==> config.mk <==
export PLATFORM = sky130hd
export DESIGN_NAME = regfile_wb_arbiter
export DESIGN_NICKNAME = d
export VERILOG_FILES = /design/src/rtl/regfile_wb_arbiter_pkg.sv /design/src/rtl/rr_arbiter.sv /design/src/rtl/regfile_wb_arbiter.sv
export SDC_FILE = /design/constraint.sdc
export NUM_CORES = 1
export LEC_CHECK = 0
export ABC_AREA = 1
export CAP_MARGIN = 20
export CELL_PAD_IN_SITES_DETAIL_PLACEMENT = 1
export CELL_PAD_IN_SITES_GLOBAL_PLACEMENT = 1
export CORE_MARGIN = 2
export CORE_UTILIZATION = 31
export CTS_BUF_LIST = sky130_fd_sc_hd__clkbuf_2
export DETAILED_ROUTE_END_ITERATION = 16
export HOLD_SLACK_MARGIN = 0.12
export PLACE_DENSITY_LB_ADDON = 0.1
export SYNTH_ARGS = -nofsm -noshare
export SYNTH_HDL_FRONTEND = slang
export SYNTH_SLANG_ARGS = --single-unit
==> constraint.sdc <==
create_clock -name clk -period 3.9 [get_ports clk]
set_input_delay 0.975 -clock clk [delete_from_list [all_inputs] [get_ports clk]]
set_output_delay 0.975 -clock clk [all_outputs]
set_load 0.005 [all_outputs]
==> src/rtl/regfile_wb_arbiter_pkg.sv <==
// Shared constants and the writeback request record for the regfile
// writeback arbiter.
package regfile_wb_arbiter_pkg;

    localparam int REG_ADDR_W = 4;
    localparam int DATA_W     = 32;
    localparam int REG_ZERO   = 0;

    typedef struct packed {
        logic [REG_ADDR_W-1:0] rd;
        logic [DATA_W-1:0]     data;
    } wb_req_t;

endpackage

==> src/rtl/rr_arbiter.sv <==
// N-input round-robin arbiter.
// The pointer names the requester with highest priority next.
// It advances past the winner on each accept.
module rr_arbiter #(
    parameter int N = 2,
    localparam int IDX_W = (N > 1) ? $clog2(N) : 1
) (
    input  logic             clk,
    input  logic             reset,
    input  logic [N-1:0]     req,
    input  logic             accept,
    output logic [N-1:0]     grant,
    output logic [IDX_W-1:0] grant_idx
);

    logic [IDX_W-1:0] ptr;
    logic             found;

    always_comb begin
        grant     = '0;
        grant_idx = '0;
        found     = 1'b0;
        for (int k = 0; k < N; k++) begin
            int               j;
            logic [IDX_W-1:0] jj;
            j = int'(ptr) + k;
            if (j >= N) j = j - N;
            jj = IDX_W'(j);
            if (!found && req[jj]) begin
                found     = 1'b1;
                grant[jj] = 1'b1;
                grant_idx = jj;
            end
        end
    end

    // Wrap modulo N, which need not be a power of two.
    always_ff @(posedge clk or posedge reset) begin
        if (reset)
            ptr <= '0;
        else if (accept)
            ptr <= (grant_idx == IDX_W'(N - 1)) ? '0 : grant_idx + 1'b1;
    end

endmodule

==> src/rtl/regfile_wb_arbiter.sv <==
// Shares the register-file write port among N_REQ writeback requesters.
// It also tracks a per-register busy scoreboard for the issue stage.
module regfile_wb_arbiter
    import regfile_wb_arbiter_pkg::*;
#(
    parameter int N_REQ  = 2,
    parameter int ADDR_W = REG_ADDR_W,
    parameter int DATA_W = regfile_wb_arbiter_pkg::DATA_W,
    localparam int NREGS = 2 ** ADDR_W,
    localparam int IDX_W = (N_REQ > 1) ? $clog2(N_REQ) : 1
) (
    input  logic                    clk,
    input  logic                    reset,
    input  logic [N_REQ-1:0]        req_valid,
    output logic [N_REQ-1:0]        req_ready,
    input  logic [N_REQ*ADDR_W-1:0] req_rd,
    input  logic [N_REQ*DATA_W-1:0] req_data,
    input  logic                    rsv_valid,
    input  logic [ADDR_W-1:0]       rsv_rd,
    output logic [NREGS-1:0]        busy,
    output logic                    regf_write_CS,
    output logic [ADDR_W-1:0]       rd_add,
    output logic [DATA_W-1:0]       write_data
);

    logic [N_REQ-1:0]  grant;
    logic [IDX_W-1:0]  grant_idx;
    logic              xfer;
    logic [ADDR_W-1:0] g_rd;
    logic [DATA_W-1:0] g_data;
    logic [NREGS-1:0]  busy_nxt;

    rr_arbiter #(.N(N_REQ)) u_arb (
        .clk       (clk),
        .reset     (reset),
        .req       (req_valid),
        .accept    (xfer),
        .grant     (grant),
        .grant_idx (grant_idx)
    );

    assign req_ready = reset ? '0 : grant;
    assign xfer      = |(req_valid & req_ready);

    always_comb begin
        g_rd   = '0;
        g_data = '0;
        for (int i = 0; i < N_REQ; i++) begin
            if (grant_idx == IDX_W'(i)) begin
                g_rd   = req_rd[i*ADDR_W +: ADDR_W];
                g_data = req_data[i*DATA_W +: DATA_W];
            end
        end
    end

    // A write to x0 is accepted from the requester but never reaches the regfile.
    always_ff @(posedge clk or posedge reset) begin
        if (reset) begin
            regf_write_CS <= 1'b0;
            rd_add        <= '0;
            write_data    <= '0;
        end else if (xfer) begin
            regf_write_CS <= (g_rd != ADDR_W'(REG_ZERO));
            rd_add        <= g_rd;
            write_data    <= g_data;
        end else begin
            regf_write_CS <= 1'b0;
        end
    end

    // Set after clear so a new reservation outlives the retiring write.
    always_comb begin
        busy_nxt = busy;
        if (regf_write_CS)
            busy_nxt[rd_add] = 1'b0;
        if (rsv_valid && rsv_rd != ADDR_W'(REG_ZERO))
            busy_nxt[rsv_rd] = 1'b1;
        busy_nxt[REG_ZERO] = 1'b0;
    end

    always_ff @(posedge clk or posedge reset) begin
        if (reset)
            busy <= '0;
        else
            busy <= busy_nxt;
    end

endmodule

After elaboration in Yosys (flattened, before gate mapping)

Cells that the tools add are included.

Mux-type cells: 26
Bitwise logic cells: 5
$lt $le $gt $ge: 10
Add/subtract/negate cells: 4
Reductions and logical operators: 10

Operator list:

| cell                | number |
|---|---|
| $mux 16             | 2 |
| $mux 32             | 1 |
| $and 16x16->16      | 1 |
| $not 16->16         | 1 |
| $or 16x16->16       | 1 |
| $mux 1              | 15 |
| $lt 4x5->1 const B  | 2 |
| $demux 1 s4         | 2 |
| $ge 4x1->1 const B  | 2 |
| $reduce_bool 4->1   | 2 |
| $logic_and 1x1->1   | 6 |
| $mux 2              | 3 |
| $lt 1x2->1 const B  | 2 |
| $mux 4              | 1 |
| $add 1x1->2 const B | 1 |
| $and 2x2->2         | 1 |
| $demux 1 s1         | 2 |
| $ge 1x1->1 const B  | 2 |
| $ge 1x2->1 const B  | 1 |
| $ge 2x2->1 const B  | 1 |
| $or 2x2->2          | 1 |
| $reduce_or 2->1     | 1 |
| $sub 1x1->1 const B | 2 |
| $add 1x1->1 const B | 1 |
| $logic_not 1->1     | 1 |

Input bits: 81
Logic and storage cells: 60
Output and inout port bits: 55
Register bits after elaboration: 53

Logic depth before layout (Yosys ltp)

Gate-level depths: netlist of run 1.

Depth after elaboration: 13
Depth in mapped cells: 9
Gate-level depth less buffers: 8

Modules after synthesis

A second synthesis of run 1 with hierarchy kept.

Cell total of the unflattened synthesis: 397
Area, all modules: 2,788.9 um^2

By module, submodules not included:

| module             | sequential area each (um^2) | cells each | instances | area an instance (um^2) |
|---|---|---|---|---|
| regfile_wb_arbiter | 1,301.2                     | 385        | 1         | 2,720.1 |
| rr_arbiter         | 25.0                        | 12         | 1         | 68.8 |

Worst setup path before layout of run 1

Ideal clock, no wire load.

Path kind: in2out
From: in reset
To: out req_ready[0]
Arrival time: 1.879 ns
Stages on the path: 3
Slack: 1.046 ns
Required time: 2.925 ns
Path buffers: 0
Cells stage by stage: inv_2 nand3_2 inv_1

Cells in the longest elaborated chain, start to end: 1

Ends and longest elaborated chain:

| what        | RTL line                 | RTL |
|---|---|---|
| from (decl) | regfile_wb_arbiter.sv:13 | `input logic reset,` |
| $mux 2      | regfile_wb_arbiter.sv:42 | `assign req_ready = reset ? '0 : grant;` |
| to (decl)   | regfile_wb_arbiter.sv:15 | `output logic [N_REQ-1:0] req_ready,` |

Every way passes these cells.

Final worst setup path of run 1

From: in req_valid[0]
To: out req_ready[1]

Cells in the longest elaborated chain, start to end: 7
Elaborated cells between the ends (all ways): 11
Those cells by class: 8 x mux; 1 x bitwise; 2 x reduce/logical

Ends and longest elaborated chain:

| what                                       | RTL line                 | RTL |
|---|---|---|
| from (decl)                                | regfile_wb_arbiter.sv:14 | `input logic [N_REQ-1:0] req_valid,` |
| $mux 1 (not written as such) (2 in series) | rr_arbiter.sv:29         | `if (!found && req[jj]) begin` |
| $mux 1                                     | rr_arbiter.sv:29         |  |
| $logic_not 1->1                            | rr_arbiter.sv:29         |  |
| $logic_and 1x1->1                          | rr_arbiter.sv:29         |  |
| $mux 2 (*)                                 | rr_arbiter.sv:29         |  |
| $mux 2 (*)                                 | regfile_wb_arbiter.sv:42 |  |

Mark *: on every way between the ends. The rest lies on a longest branch, timed or not. The select of a mux whose other input is x is not followed.

==> flow_metrics.tcl, run 1 <==
set metrics [dict create \
    status "finished clean" \
    cap_violations 0 \
    skew_ns 0.0319 \
    cts_setup_buffers 0 \
    num-nets-final 518 \
    cts_buffers 5 \
    syn_inst 311 \
    critPathKind "input port to primary output" \
    cp-startpoint "req_valid[0]" \
    wl_per_cell_um 15.3 \
    die_h_um 97.0 \
    ir_drop_v 0.000152 \
    gp_congestion 0.792 \
    ys_warn_count 0 \
    syn_area_um2 2680 \
    tns_ns 0 \
    drv_slew 0 \
    cts_sinks 53 \
    setup_viol 0 \
    critPathRequiredTime_ns 2.92 \
    fin_crit_sh_pct 82.5 \
    fillers 998 \
    core.rowCount 33 \
    cp_cell_sequence "clkdlybuf4s50_1 > nand2_2 > nand3_2 > inv_1 > clkdlybuf4s50_1" \
    power.leakage_uw 0.00169 \
    overflow 0 \
    area_growth_pct 51.7 \
    min_period_ns 3.22 \
    crit_fanout 2 \
    drive_gt1_share_pct 4.11 \
    pre_cts_slack_ns 0.685 \
    synth_nets 392 \
    coreArea_um2 8300 \
    vias 2678 \
    seqCellArea_um2 1330 \
    crit_slowest_cell "clkdlybuf4s50_1" \
    ctsHoldBuffers 0 \
    synth_top_cell_area_share_pct 49.5 \
    die_x_um 97.0 \
    dpl.hpwl_um 6260 \
    clk_path_buf_depth 2 \
    drc_errors 0 \
    yosysSeqAreaShare_pct 49.5 \
    yosysTopAreaCell "dfrtp_1" \
    startpoint_type "input port" \
    clkTransAtPathRegs_ns 0.23 \
    viasPerCell 4.93 \
    grt_pass1_vias 2908 \
    htreeDepth 2 \
    io_pins 136 \
    die_area_um2 9410 \
    slew_headroom_pct 53.8 \
    path_common_cell "clkdlybuf4s50_1" \
    grt_pass1_wl_um 14200 \
    hold_start "write_data[23]" \
    synth_seq_cells 53 \
    port_buffers 134 \
    first_pass_iters 4 \
    grt_max_degree 66 \
    synth_area_leaders "dfrtp_1 (49%), nand3_1 (14%), o21a_1 (9.0%), nand2_1 (8.7%), o21ai_0 (4.9%)" \
    r2r_start "u_arb.ptr" \
    cts_resized 0 \
    power_density_nw_per_um2 438 \
    wl_um 8330 \
    clk_latency_ns 0.44 \
    antenna_cells 0 \
    hold_viol 0 \
    drt_iter0_drc 77 \
    rsz0062_at_grt "no" \
    track_usage_pct 18.4 \
    initial_core_util_pct 32.3 \
    critPathCaptureType "primary output" \
    drtAntennaViolNets 0 \
    cts_tree "done" \
    syn_area_per_cell_um2 8.62 \
    fmax_mhz 311 \
    multiInputGateArea_um2 1120 \
    setup_slack_ns 0.684 \
    grt_antenna_before_repair 0 \
    cp_slowest_stage_delay_ns 0.50 \
    tightest_slew_ns 0.694 \
    synthDistinctLibCells 20 \
    hp-class "flip-flop to flip-flop" \
    cts-root-buf "clkbuf_2" \
    critPathArrivalTime_ns 2.24 \
]
[final cells by class]
cell class / instances / area share, %
Clock buffer: 5 / 0.615
Sequential cell: 53 / 32.6
Timing Repair Buffer: 138 / 33.6
Inverter: 22 / 2.03
Multi-Input combinational cell: 217 / 27.6
Tap cell: 105 / 3.23
Clock inverter: 3 / 0.308
[kinds of logic after synthesis]
group	share of synthesized area, %
AND/OR/NAND/NOR	26.6
AO/OA/AOI/OAI	15.1
flip-flops	49.5
buffers and inverters	8.64
other	0.140
[sequential cells by signal (all words and copies together) (netlist names)]
signal / count
busy: 15
rd_add: 4
regf_write_CS: 1
u_arb.ptr: 1
write_data: 32
[where the power goes]
group / switching [µW] / internal (µW)
Sequential: 101 / 713
Clock: 173 / 39.4
Combinational: 292 / 464
Total: 566 / 1220
[cell usage in the layout (no fill, tap or decap), types with 3 or more instances in the layout]
master / Yosys / layout
clkdlybuf4s50_1: 0 / 133
nand3_1: 76 / 76
nand2_1: 62 / 62
dfrtp_1: 53 / 53
o21a_1: 32 / 32
o21ai_0: 26 / 26
inv_1: 20 / 20
nor2_1: 5 / 5
clkbuf_2: 0 / 5
o21ai_1: 4 / 4
buf_4: 6 / 4
nand3b_1: 3 / 3
[per-stage QoR]
stage                     std cells  power [µW]  util (%)  hold slack [ns]  area (µm²)
after floorplan                 311        1100         -            0.487        2680
after global placement          535        1570      48.5            0.472        4030
after detailed placement        535        1600      48.5            0.481        4030
after CTS                       543        1820      49.0            0.531        4070
after global routing            543        1930      49.0            0.549        4070
final                           543        1780      49.0            0.525        4070
[routing by layer]
metal,part of all wire (%),vias to the layer above,GRT usage (%),wire length (µm)
met3,7.6,6,6.36,636
met1,41,1296,22.1,3410
met5,0,-,0,0
met2,51,76,32.1,4220
met4,0.76,0,3.36,63
li1,-,1300,-,-
[critical path, delay by kind of cell]
kind / cells / cell delay (ns)
buffers and inverters: 3 / 1.07
AND/OR/NAND/NOR: 2 / 0.20
[cells in the mapped netlist]
| cell | n |
|---|---|
| nand3_1 | 76 |
| nand2_1 | 62 |
| dfrtp_1 | 53 |
| o21a_1 | 32 |
| o21ai_0 | 26 |
| inv_1 | 20 |
| buf_4 | 6 |
| buf_2 | 5 |
| buf_6 | 5 |
| nor2_1 | 5 |
| o21ai_1 | 4 |
| clkbuf_4 | 3 |
| nand3b_1 | 3 |
| inv_2 | 2 |
| nand2_2 | 2 |
| nand3_2 | 2 |
| o31ai_1 | 2 |
| conb_1 | 1 |
| nand2_8 | 1 |
| nand4_1 | 1 |
[final timing paths]
path | to | slack (ns) | cells after the start
max reg2reg | rd_add[2] | 2.19 | 8
max in group asynchronous | write_data[30] | 2.34 | 3
min | write_data[23] | 0.52 | 1
min in group asynchronous | rd_add[0] | 1.05 | 3
max | req_ready[1] | 0.68 | 5
min reg2reg | write_data[23] | 0.52 | 1
No activity file was read; power rests on OpenSTA's default activity.
==> run 2: changes to the inputs <==
--- a/config.mk
+++ b/config.mk
@@ -10,7 +10,7 @@
 export CELL_PAD_IN_SITES_DETAIL_PLACEMENT = 1
 export CELL_PAD_IN_SITES_GLOBAL_PLACEMENT = 1
 export CORE_MARGIN = 2
-export CORE_UTILIZATION = 31
+export CORE_UTILIZATION = 29
 export CTS_BUF_LIST = sky130_fd_sc_hd__clkbuf_2
 export DETAILED_ROUTE_END_ITERATION = 16
 export HOLD_SLACK_MARGIN = 0.12
==> constraint.sdc (replaced) <==
create_clock -name clk -period 3.25 [get_ports clk]
set_input_delay 0.8125 -clock clk [delete_from_list [all_inputs] [get_ports clk]]
set_output_delay 0.8125 -clock clk [all_outputs]
set_load 0.005 [all_outputs]
==> flow_metrics.tcl, run 2 (synthesized netlist as in run 1, its figures left out) <==
set metrics [dict create \
    status "finished clean" \
    power.leakage_uw 0.00170 \
    die_area_um2 10000 \
    fin_crit_sh_pct 87.7 \
    grt_pass1_wl_um 13400 \
    holdPathStages 1 \
    antenna_cells 0 \
    startpoint_type "input port" \
    drt_iter0_drc 58 \
    layout_commonest_cell "clkdlybuf4s50_1" \
    overflow 0 \
    critPathArrivalTime_ns 2.04 \
    dpl.cell_count 542 \
    hp-class "flip-flop to flip-flop" \
    htreeDepth 2 \
    power_density_nw_per_um2 523 \
    first_pass_iters 4 \
    clk_latency_ns 0.42 \
    drv_slew 0 \
    initial_core_util_pct 29.4 \
    min_period_ns 2.85 \
    track_usage_pct 16.7 \
    seqCellArea_um2 1330 \
    reg2reg_slack_ns 1.59 \
    cap_violations 0 \
    drive_gt1_share_pct 4.34 \
    cts_setup_buffers 0 \
    top_register "write_data" \
    port_buffers 134 \
    multiInputGateArea_um2 1120 \
    ir_drop_v 0.000185 \
    die_x_um 100 \
    skew_ns 0.00355 \
    cts_sinks 53 \
    gp_congestion 0.774 \
    rsz0062_at_grt "no" \
    cp_cell_sequence "clkdlybuf4s50_1 > inv_2 > nand3_2 > inv_1 > clkdlybuf4s50_1" \
    slew_headroom_pct 54.3 \
    wl_um 8330 \
    tightest_slew_ns 0.686 \
    largest_register_ffs 32 \
    cts_tree "done" \
    area_growth_pct 53.1 \
    hold_viol 0 \
    whs_endpoint "write_data[17]" \
    fin_cells 549 \
    grt_max_degree 54 \
    r2r-end "regf_write_CS" \
    wl_per_cell_um 15.2 \
    grt_antenna_before_repair 0 \
    tns_ns 0 \
    grt_pass1_vias 2778 \
    drtAntennaViolNets 0 \
    cp_slowest_stage_delay_ns 0.50 \
    die_h_um 100 \
    num-nets-final 519 \
    clkTransAtPathRegs_ns 0.25 \
    viasPerCell 4.86 \
    crit_fanout 3 \
    critPathCaptureType "primary output" \
    critPathKind "input port to primary output" \
    cts-root-buf "clkbuf_2" \
    setup_viol 0 \
    io_pins 136 \
    reg_top3 "write_data x32, busy x15, rd_add x4" \
    drc_errors 0 \
    reg2reg_depth 9 \
    core.rowCount 35 \
    fmax_mhz 351 \
    ctsHoldBuffers 0 \
    path_common_cell "clkdlybuf4s50_1" \
    crit_slowest_cell "clkdlybuf4s50_1" \
    critPathRequiredTime_ns 2.44 \
    cts_resized 0 \
    hold_start "write_data[17]" \
    r2r_start "u_arb.ptr" \
    coreArea_um2 9110 \
    cts_buffers 5 \
    final_cell_mix "clkdlybuf4s50_1 (133), nand3_1 (76), nand2_1 (62)" \
    fillers 1105 \
    vias 2667 \
    dpl.hpwl_um 6110 \
    clk_path_buf_depth 2 \
]
[run 2: critical path: cells and delay by family]
family | cells | cell delay [ns]
buffers and inverters | 4 | 1.11
and+or+nand+nor | 1 | 0.10
[run 2: where the power goes]
part / switching, µW / internal (µW) / total, µW
clock: 201 / 50.2 / 251
sequential: 124 / 856 / 980
combinational: 349 / 565 / 914
[run 2: how the worst max path moves through the flow]
| stage | start | end | slack [ns] | cells past startpoint |
|---|---|---|---|---|
| after global routing | reset | req_ready[1] | 0.33 | 5 |
| final | reset | req_ready[1] | 0.40 | 5 |
| after floorplan | reset | req_ready[0] | 0.72 | 3 |
| after global placement | reset | req_ready[1] | 0.41 | 5 |
| after CTS | reset | req_ready[1] | 0.39 | 5 |
| after detailed placement | reset | req_ready[1] | 0.40 | 5 |
[run 2: stage by stage]
| stage | util [%] | hold WS (ns) | total power, µW | instance area [µm²] | setup WS (ns) |
|---|---|---|---|---|---|
| after floorplan | - | 0.487 | 1330 | 2680 | 0.721 |
| after global placement | 44.7 | 0.472 | 1900 | 4070 | 0.414 |
| after detailed placement | 44.7 | 0.479 | 1930 | 4070 | 0.402 |
| after CTS | 45.0 | 0.534 | 2190 | 4100 | 0.392 |
| after global routing | 45.0 | 0.550 | 2320 | 4100 | 0.325 |
| final | 45.0 | 0.521 | 2150 | 4100 | 0.401 |
[run 2: area by class of cell]
cell class,instances,area share (%)
Tap cell,111,3.39
Multi-Input combinational cell,217,27.4
Timing Repair Buffer,139,34.1
Inverter,22,2.01
Clock buffer,6,0.732
Sequential cell,53,32.3
Clock inverter,1,0.0915
[run 2: routing by layer]
layer	global-route usage, %	vias up	share of wire (%)
li1	-	1301	-
met1	20.7	1282	43
met2	28.3	76	48
met3	5.36	8	6.9
met4	4.32	0	1.3
met5	0	-	0
